**config.mk**
```make
export PLATFORM = sky130hd
export DESIGN_NAME = btn_conditioner
export DESIGN_NICKNAME = d
export VERILOG_FILES = /design/src/rtl/btn_cond_pkg.sv /design/src/rtl/btn_debounce.sv /design/src/rtl/btn_conditioner.sv
export SDC_FILE = /design/constraint.sdc
export NUM_CORES = 1
export LEC_CHECK = 0
export ABC_CLOCK_PERIOD_IN_PS = 2240
export CAP_MARGIN = 5
export CORE_MARGIN = 2
export CORE_UTILIZATION = 40
export CTS_CLUSTER_DIAMETER = 40
export DETAILED_ROUTE_END_ITERATION = 16
export PLACE_DENSITY = 0.62
export RECOVER_POWER = 25
export SLEW_MARGIN = 20
export SYNTH_ARGS = -nofsm -noshare
export SYNTH_HDL_FRONTEND = slang
export SYNTH_SLANG_ARGS = --single-unit
```
**constraint.sdc**
```tcl
create_clock -name clk -period 2.24 [get_ports clk]
set_clock_uncertainty 0.15 [all_clocks]
set_input_delay 0.448 -clock clk [delete_from_list [all_inputs] [get_ports clk]]
set_output_delay 0.448 -clock clk [all_outputs]
set_load 0.01 [all_outputs]
```
**src/rtl/btn_cond_pkg.sv**
```systemverilog
// Shared types and default timing for the push-button conditioning stage.
// Optional feature macro used by this slice: BTN_COND_REPEAT_EN.
package btn_cond_pkg;

  typedef enum logic [1:0] {ST_LO, WAIT_HI, ST_HI, WAIT_LO} deb_state_t;

  localparam int unsigned DEB_CYCLES_DEFAULT    = 1_250_000;
  localparam int unsigned REPEAT_CYCLES_DEFAULT = 62_500_000;

  function automatic int unsigned max_u(input int unsigned a, input int unsigned b);
    return (a > b) ? a : b;
  endfunction

endpackage

```
**src/rtl/btn_debounce.sv**
```systemverilog
// One button channel: 2-flop synchroniser, debounce FSM, registered pulses.
// BTN_COND_REPEAT_EN adds auto-repeat press pulses while the button is held.
module btn_debounce
  import btn_cond_pkg::*;
#(
  parameter int unsigned DEBOUNCE_CYCLES = DEB_CYCLES_DEFAULT
`ifdef BTN_COND_REPEAT_EN
  , parameter int unsigned REPEAT_CYCLES = REPEAT_CYCLES_DEFAULT
`endif
) (
  input  logic clk,
  input  logic reset_n,
  input  logic raw,
  output logic level,
  output logic press_pulse,
  output logic release_pulse
);

`ifdef BTN_COND_REPEAT_EN
  localparam int unsigned CNT_W = $clog2(max_u(DEBOUNCE_CYCLES, REPEAT_CYCLES));
  localparam logic [CNT_W-1:0] RPT_LAST = CNT_W'(REPEAT_CYCLES - 1);
`else
  localparam int unsigned CNT_W = $clog2(DEBOUNCE_CYCLES);
`endif
  localparam logic [CNT_W-1:0] DEB_LAST = CNT_W'(DEBOUNCE_CYCLES - 1);

  logic [1:0]       sync_q;
  logic             s;
  deb_state_t       state_q, state_d;
  logic [CNT_W-1:0] cnt_q, cnt_d;
  logic             level_q, level_d;
  logic             press_q, press_d;
  logic             release_q, release_d;

  assign s = sync_q[1];

  always_ff @(posedge clk or negedge reset_n) begin
    if (!reset_n) begin
      sync_q    <= '0;
      state_q   <= ST_LO;
      cnt_q     <= '0;
      level_q   <= 1'b0;
      press_q   <= 1'b0;
      release_q <= 1'b0;
    end else begin
      sync_q    <= {sync_q[0], raw};
      state_q   <= state_d;
      cnt_q     <= cnt_d;
      level_q   <= level_d;
      press_q   <= press_d;
      release_q <= release_d;
    end
  end

  always_comb begin
    state_d   = state_q;
    cnt_d     = cnt_q;
    level_d   = level_q;
    press_d   = 1'b0;
    release_d = 1'b0;
    case (state_q)
      ST_LO: begin
        cnt_d = '0;
        if (s) state_d = WAIT_HI;
      end
      WAIT_HI: begin
        if (!s) begin
          state_d = ST_LO;
          cnt_d   = '0;
        end else if (cnt_q == DEB_LAST) begin
          state_d = ST_HI;
          level_d = 1'b1;
          press_d = 1'b1;
          cnt_d   = '0;
        end else begin
          cnt_d = cnt_q + 1'b1;
        end
      end
      ST_HI: begin
        if (!s) begin
          state_d = WAIT_LO;
          cnt_d   = '0;
        end else begin
`ifdef BTN_COND_REPEAT_EN
          if (cnt_q == RPT_LAST) begin
            press_d = 1'b1;
            cnt_d   = '0;
          end else begin
            cnt_d = cnt_q + 1'b1;
          end
`else
          cnt_d = '0;
`endif
        end
      end
      WAIT_LO: begin
        if (s) begin
          state_d = ST_HI;
          cnt_d   = '0;
        end else if (cnt_q == DEB_LAST) begin
          state_d   = ST_LO;
          level_d   = 1'b0;
          release_d = 1'b1;
          cnt_d     = '0;
        end else begin
          cnt_d = cnt_q + 1'b1;
        end
      end
      default: begin
        state_d = ST_LO;
        cnt_d   = '0;
      end
    endcase
  end

  assign level         = level_q;
  assign press_pulse   = press_q;
  assign release_pulse = release_q;

endmodule

```
**src/rtl/btn_conditioner.sv**
```systemverilog
// N_BTN independent button channels: clean level plus press/release pulses.
// BTN_COND_REPEAT_EN enables auto-repeat presses every REPEAT_CYCLES while held.
module btn_conditioner
  import btn_cond_pkg::*;
#(
  parameter int unsigned N_BTN           = 4,
  parameter int unsigned DEBOUNCE_CYCLES = DEB_CYCLES_DEFAULT,
  parameter int unsigned REPEAT_CYCLES   = REPEAT_CYCLES_DEFAULT
) (
  input  logic             clk,
  input  logic             reset_n,
  input  logic [N_BTN-1:0] btn_raw,
  output logic [N_BTN-1:0] btn_level,
  output logic [N_BTN-1:0] btn_press,
  output logic [N_BTN-1:0] btn_release
);

  if (DEBOUNCE_CYCLES < 2 || REPEAT_CYCLES < 2) begin : g_bad_timing
    $error("btn_conditioner: DEBOUNCE_CYCLES and REPEAT_CYCLES must be >= 2");
  end

  for (genvar i = 0; i < N_BTN; i++) begin : g_chan
    btn_debounce #(
      .DEBOUNCE_CYCLES(DEBOUNCE_CYCLES)
`ifdef BTN_COND_REPEAT_EN
      , .REPEAT_CYCLES(REPEAT_CYCLES)
`endif
    ) u_debounce (
      .clk          (clk),
      .reset_n      (reset_n),
      .raw          (btn_raw[i]),
      .level        (btn_level[i]),
      .press_pulse  (btn_press[i]),
      .release_pulse(btn_release[i])
    );
  end

endmodule

```
==> results.md, run 1 <==
* Dpl ws at 0.0292 ns
* Post-CTS Hold Buffers at 0
* Total Nets Final at 560
* Core Area at 13200 sq um
* RSZ-0062 raised after global routing: true
* Post-synth ARST share at 100%
* Die area at 14400 sq um
* Clk buf depth at 2
* Crit path max fanout at 5
* Commonest non-fill, non-tap cells in the layout: dfrtp_1 (112), nor2_1 (71), xnor2_1 (34), nand2_1 (30), nand3_1 (26)
* DR DRC count at 0
* Top Family by Delay on Critical Path: simple AND/OR/NAND/NOR gates
* Die H at 120 um
* Worst Hold Depth at 0
* Latest clock arrival within the worst-skew pair at 0.36 ns
* Critical path required time at 2.32 ns
* Worst Reg-to-Reg Cells at 4
* Final period util at 97.5%
* Number of global-route vias before repair at 3925
* CP Buf/Inv Count at 0
* Final hold vios at 0
* Overall Global Routing Usage at 15.3%
* YS warnings at 0
* Setup TNS at 0 ns
* Setup crit end kind: flop
* Synth Register Bits at 112
* Clk root buf: clkbuf_16
* Largest net degree at the start of global routing at 113
* Crit path launch type: flop
* Die Wd at 120 um
* Global-route wire length before repair at 18000 um
* Status: finished clean
* Worst slew pin tran at 1.49 ns
* WL final at 10100 um
* Antenna cells at 0
* CTS tree: built
* Critical Path Slowest Stage Cell: or4b_1
* Hold Path End: g_chan[1].u_debounce.sync_q[1]
* Pins over their slew limit at 0
* DR WL/cell at 13.9 um
* Number of CTS-inserted buffers at 9
* Via density at 5.30
* Placed cells at 715
* Area grow syn2layout at 13.3%
* Clk sinks at 112
* Reg2reg setup slack at 0.06 ns
* WS Path Type: flop to flop
* R2R Path Start: g_chan[3].u_debounce.cnt_q[13]
* Post-route ant nets at 0
* Register area share after synthesis at 52.0%
* Post-Syn Instances at 532
* P_leak at 0.00238 uW
* Power Total at 3700 uW
* Avg Cell Area, Syn at 10.1 sq um
* Share of cells above drive strength 1 at 10.1%
* Final worst slack at 0.0563 ns
* Tmin final at 2.18 ns
* Final std cells w/o fill at 731
* Final instance area at 6100 sq um
* IO Count at 18
* Routed via count at 3877
* H-tree depth at 3
* HPWL after DPL at 6820 um
* Peak Freq at 0.458 GHz
* Setup violators final at 0
* Commonest non-fill, non-tap cell in the layout: dfrtp_1
* Cell variety after synth at 50
* Cell Area, Placed at 5790 sq um
* Initial DRC Count at 297
* MaxCap Viol Count at 0
* Slew headroom at 0.726%
* Fillers at 1225
* Buffers on Ports at 17
* Placer Congestion at 0.766
* Grt ovf at 0
* CP cell instances: or4b_1, nor4_2, nand3_2, mux2_1
* Clock transition at path regs at 0.07 ns
* Net Count, Synth at 542
* Initial Util at 40.9%
* Initial antenna violation count at 0
* PD cells at 607 nW/um^2
* Maximum vdd drop at 0.000394 V
* Top FF cell, synth: dfrtp_1
* Synth Cell Area at 5390 sq um
* Hold WC Path Type: flop to flop
* Critical path's largest stage delay at 0.55 ns
* Row Count at 42
* Worst endpoint data arrival time at 2.27 ns
* DR pass1 iterations at 4
* Number of enable flip-flop cells after synthesis at 0
* Hold wc startpoint: g_chan[1].u_debounce.sync_q[0]
[logic make-up (layout without fill, tap and decap cells)]
kind of cell | after synthesis | count (layout) | synth area share, %
simple gates | 247 | 247 | 26.1
flops | 112 | 112 | 52.0
compound gates | 61 | 61 | 6.71
xor+xnor | 56 | 56 | 9.10
buf+inv | 49 | 72 | 4.48
fa+ha+maj | 4 | 4 | 0.929
mux | 3 | 3 | 0.627
[what timing repair did]
action / 4_1_cts / 5_1_grt
setup endpoints to repair: 0 / 24
gates resized for setup: 0 / 7
buffers inserted: 0 / 0
[Yosys cell counts (3+ instances only)]
master	instances	share of area [%]
nor4_1	16	1.9
ha_1	4	0.93
nand2_1	30	2.1
inv_1	21	1.5
nand4_1	18	2.1
or4b_1	3	0.56
and2_1	5	0.58
nor2_1	71	4.9
dfrtp_1	112	52
o31ai_1	4	0.56
xor2_1	22	3.6
nand3_1	28	2.6
a21boi_0	3	0.42
a21oi_1	23	2.1
nand2b_1	3	0.35
nor4b_1	4	0.65
a21o_1	3	0.42
and4_1	8	1.3
nor3b_1	5	0.70
o21ai_0	19	1.8
or4_4	3	0.63
buf_4	12	1.7
xnor2_1	34	5.5
or3_1	19	2.2
a211o_1	3	0.49
or4_1	8	1.1
clkbuf_1	6	0.42
nor3_1	10	0.93
buf_2	10	0.93
[how the worst max path moves through the flow]
| stage | cells after the start | endpoint | start |
|---|---|---|---|
| final | 4 | flop | g_chan[3].u_debounce.cnt_q[13] |
| after global routing | 4 | flop | g_chan[3].u_debounce.cnt_q[13] |
| after CTS | 4 | flop | g_chan[3].u_debounce.cnt_q[10] |
| after detailed placement | 4 | flop | g_chan[3].u_debounce.cnt_q[10] |
| after global placement | 5 | g_chan[3].u_debounce.cnt_q[11] | g_chan[3].u_debounce.cnt_q[10] |
| after floorplan | 6 | g_chan[0].u_debounce.cnt_q[20] | g_chan[0].u_debounce.cnt_q[0] |
[registers in the layout, summed over array words and instances (netlist names), named ones only]
register	flops
g_chan.u_debounce.state_q	4
g_chan.u_debounce.release_pulse	4
g_chan.u_debounce.sync_q	8
g_chan.u_debounce.press_pulse	4
g_chan.u_debounce.level	4
g_chan.u_debounce.cnt_q	84
[power breakdown]
part	leakage [uW]	total [uW]	switching (uW)	internal, uW
sequential	0.00153	2060	16.6	2040
clock	0.000135	1540	725	816
combinational	0.000716	107	75.2	31.7
[per-layer routing]
metal / up-vias / GRT usage, % / part of all wire, %
li1: 1897 / - / -
met1: 1925 / 19.6 / 48
met2: 46 / 25.5 / 48
met3: 9 / 4.37 / 3.1
met4: 0 / 3.82 / 0.96
met5: - / 0 / 0
[metrics by stage]
step	hold WS, ns	utilization, %
after floorplan	0.00241	-
after global placement	0.187	43.9
after detailed placement	0.196	43.9
after CTS	0.0504	46.1
after global routing	0.221	46.3
final	0.213	46.3
[layout make-up]
class	count	area, sq um	area share [%]
Clock buffer	12	256	4.20
Clock inverter	4	28.8	0.472
Inverter	21	78.8	1.29
Multi-Input combinational cell	371	2390	39.1
Sequential cell	112	2800	45.9
Tap cell	176	220	3.61
Timing Repair Buffer	35	328	5.37
No activity file was read; power rests on OpenSTA's default activity.
==> run 2: changes to the inputs <==
--- a/config.mk
+++ b/config.mk
@@ -9,11 +9,9 @@
 export CAP_MARGIN = 5
 export CORE_MARGIN = 2
 export CORE_UTILIZATION = 40
-export CTS_CLUSTER_DIAMETER = 40
 export DETAILED_ROUTE_END_ITERATION = 16
 export PLACE_DENSITY = 0.62
 export RECOVER_POWER = 25
-export SLEW_MARGIN = 20
 export SYNTH_ARGS = -nofsm -noshare
 export SYNTH_HDL_FRONTEND = slang
 export SYNTH_SLANG_ARGS = --single-unit
==> results of run 2 <==
The final DEF is identical to that of run 1; final timing and power are the same.
==> run 3: changes to the inputs <==
--- a/config.mk
+++ b/config.mk
@@ -8,9 +8,9 @@
 export ABC_CLOCK_PERIOD_IN_PS = 2240
 export CAP_MARGIN = 5
 export CORE_MARGIN = 2
-export CORE_UTILIZATION = 40
+export CORE_UTILIZATION = 50
 export DETAILED_ROUTE_END_ITERATION = 16
-export PLACE_DENSITY = 0.62
+export PLACE_DENSITY = 0.73
 export RECOVER_POWER = 25
 export SYNTH_ARGS = -nofsm -noshare
 export SYNTH_HDL_FRONTEND = slang
==> results.md, run 3 (synthesis gave the netlist of run 1 again) <==
* Top Family by Delay on Critical Path: simple AND/OR/NAND/NOR gates
* Die H at 108 um (-10%)
* Clock transition at path regs at 0.11 ns (+0.04 ns)
* Share of cells above drive strength 1 at 10.2% (+0.12 points)
* # Post-CTS Setup Buffers at 0 (unchanged)
* Total Nets Final at 563 (+0.54%)
* CP Buf/Inv Count at 0 (unchanged)
* Commonest non-fill, non-tap cell in the layout: dfrtp_1
* Initial Util at 51.7% (+11 points)
* Max FFs per register at 84 (unchanged)
* Largest Register: g_chan.u_debounce.cnt_q
* Critical path required time at 2.37 ns (+0.05 ns)
* Critical Path Slowest Stage Cell: or4b_1
* RSZ-0062 raised after global routing: false
* Critical path's largest stage delay at 0.58 ns (+0.03 ns)
* Buffers on Ports at 17 (unchanged)
* Setup violators final at 0 (unchanged)
* Routed via count at 3830 (-1.2%)
* Peak Freq at 0.469 GHz (+2.4%)
* DR pass1 iterations at 4 (unchanged)
* Die Wd at 108 um (-10%)
* Die area at 11600 sq um (-19%)
* Tmin final at 2.13 ns (-0.0513 ns)
* Number of CTS-inserted buffers at 9 (unchanged)
* Clock Power Share at 34.5% (-7.1 points)
* Setup TNS at 0 ns (unchanged)
* DR WL/cell at 14.5 um (+4.6%)
* Maximum vdd drop at 0.000406 V (+3.2%)
* Slew headroom at 31.7% (+31 points)
* Status: finished clean
* Latest clock arrival within the worst-skew pair at 0.39 ns (+0.03 ns)
* Pins over their slew limit at 0 (unchanged)
* Number of global-route vias before repair at 3850 (-1.9%)
* WL final at 10100 um (-0.74%)
* Clk sinks at 112 (unchanged)
* PD cells at 552 nW/um^2 (-9.0%)
* Sequential share of power at 62.2% (+6.7 points)
* CTS tree: built
* Commonest non-fill, non-tap cells in the layout: dfrtp_1 (112), nor2_1 (71), xnor2_1 (34), nand2_1 (30), nand3_1 (28)
* Dpl ws at 0.0144 ns (-0.0149 ns)
* Initial antenna violation count at 0 (unchanged)
* DR DRC count at 0 (unchanged)
* Final std cells w/o fill at 694 (-5.1%)
* P_sw at 804 uW (-1.6%)
* Overall Global Routing Usage at 19.1% (+3.8 points)
* HPWL after DPL at 6840 um (+0.28%)
* Net Sw Frac at 24.3% (+2.3 points)
* Largest net degree at the start of global routing at 113 (unchanged)
* Area grow syn2layout at 11.0%
* Worst endpoint data arrival time at 2.26 ns (about the same)
* Antenna cells at 0 (unchanged)
* Final hold vios at 0 (unchanged)
* WS Path Type: flop to flop
* Crit path max fanout at 4 (-1)
* IO Count at 18 (unchanged)
* Hold WC Path Type: flop to flop
* Clk buf depth at 2 (unchanged)
* H-tree depth at 3 (unchanged)
* Final worst slack at 0.108 ns (+0.0513 ns)
* Worst slew pin tran at 1.02 ns (-0.465 ns)
* Grt ovf at 0 (unchanged)
* Global-route wire length before repair at 17600 um (-2.0%)
* Internal power at 2500 uW (-13%)
* Top flop regs: g_chan.u_debounce.cnt_q x84, g_chan.u_debounce.sync_q x8
* Crit path launch type: flop
* Core Area at 10400 sq um (-21%)
* Placed cells at 677 (-5.3%)
* Final period util at 95.2% (-2.3 points)
* CP cell instances: or4b_1, nor4_4, nand3_1, mux2_1
* Placer Congestion at 0.778 (+1.5%)
* Initial DRC Count at 214 (-28%)
* Row Count at 37 (-12%)
* Via density at 5.52 (+4.1%)
* Setup crit end kind: flop
* Clk root buf: clkbuf_8
* Post-route ant nets at 0 (unchanged)
* P_leak at 0.00237 uW (-0.50%)
* Combinational share of power at 3.3% (+0.4 points)
* MaxCap Viol Count at 0 (unchanged)
==> run 3: cell types whose count changed in the layout (fill, tap and decap cells not counted), moves of 2 or more <==
cell       change
clkbuf_8       +7
inv_6          +2
nand3_1        +2
buf_4          +2
nand3_2        -2
inv_8          +2
clkbuf_16      -9
==> run 3: metal layers <==
metal,GRT usage (%),part of all wire [%],wire (um)
met1,24.0,47,4680
met2,32.1,49,4920
met3,5.75,3.5,356
met4,5.13,1.1,108
met5,0,0,0
==> run 3: power groups by stage <==
stage | Combinational (uW) | Sequential [uW] | Clock (uW)
floorplan | 41.6 | 2090 | 0
global placement | 114 | 2090 | 0
detailed placement | 116 | 2090 | 0
CTS | 118 | 2050 | 1200
global route | 125 | 2060 | 1290
finish | 110 | 2050 | 1140
==> run 3: path summary, 6_finish.rpt <==
| path | startpoint | end | slack [ns] | cells after the start |
|---|---|---|---|---|
| max | g_chan[3].u_debounce.cnt_q[15] | flop | 0.11 | 4 |
| min | g_chan[2].u_debounce.sync_q[0] | g_chan[2].u_debounce.sync_q[1] | 0.22 | 0 |
| max reg2reg | g_chan[3].u_debounce.cnt_q[15] | flop | 0.11 | 4 |
| min reg2reg | g_chan[2].u_debounce.sync_q[0] | g_chan[2].u_debounce.sync_q[1] | 0.22 | 0 |
| max in group asynchronous | reset_n | g_chan[2].u_debounce.cnt_q[12] | 0.57 | 3 |
| min in group asynchronous | reset_n | g_chan[2].u_debounce.cnt_q[16] | 0.63 | 3 |
==> run 3: per-stage QoR <==
step / total power (uW) / hold WS [ns] / util [%] / instance area [sq um]
6_report: 3300 / 0.222 / 57.4 / 5980
5_1_grt: 3470 / 0.237 / 57.4 / 5980
4_1_cts: 3370 / 0.231 / 57.2 / 5950
3_5_place_dp: 2210 / 0.186 / 55.3 / 5760
3_3_place_gp: 2210 / 0.194 / 55.3 / 5760
2_1_floorplan: 2130 / 0.00241 / - / 5390
==> run 3: area by class of cell <==
| class | count | area (sq um) |
|---|---|---|
| clock buffers | 9 | 124 |
| fillers | 904 | 4440 |
| clock inverters | 7 | 60.1 |
| multi-input cells | 371 | 2390 |
| well taps | 136 | 170 |
| inverters | 21 | 78.8 |
| flip-flops and latches | 112 | 2800 |
| repair buffers | 38 | 357 |
==> run 3: repair_timing <==
item | 4_1_cts | 5_1_grt
endpoints found under the setup margin | 0 | 7
hold buffers | 1 | 0
hold endpoints to repair | 54 | 0
gates resized for setup | 0 | 6
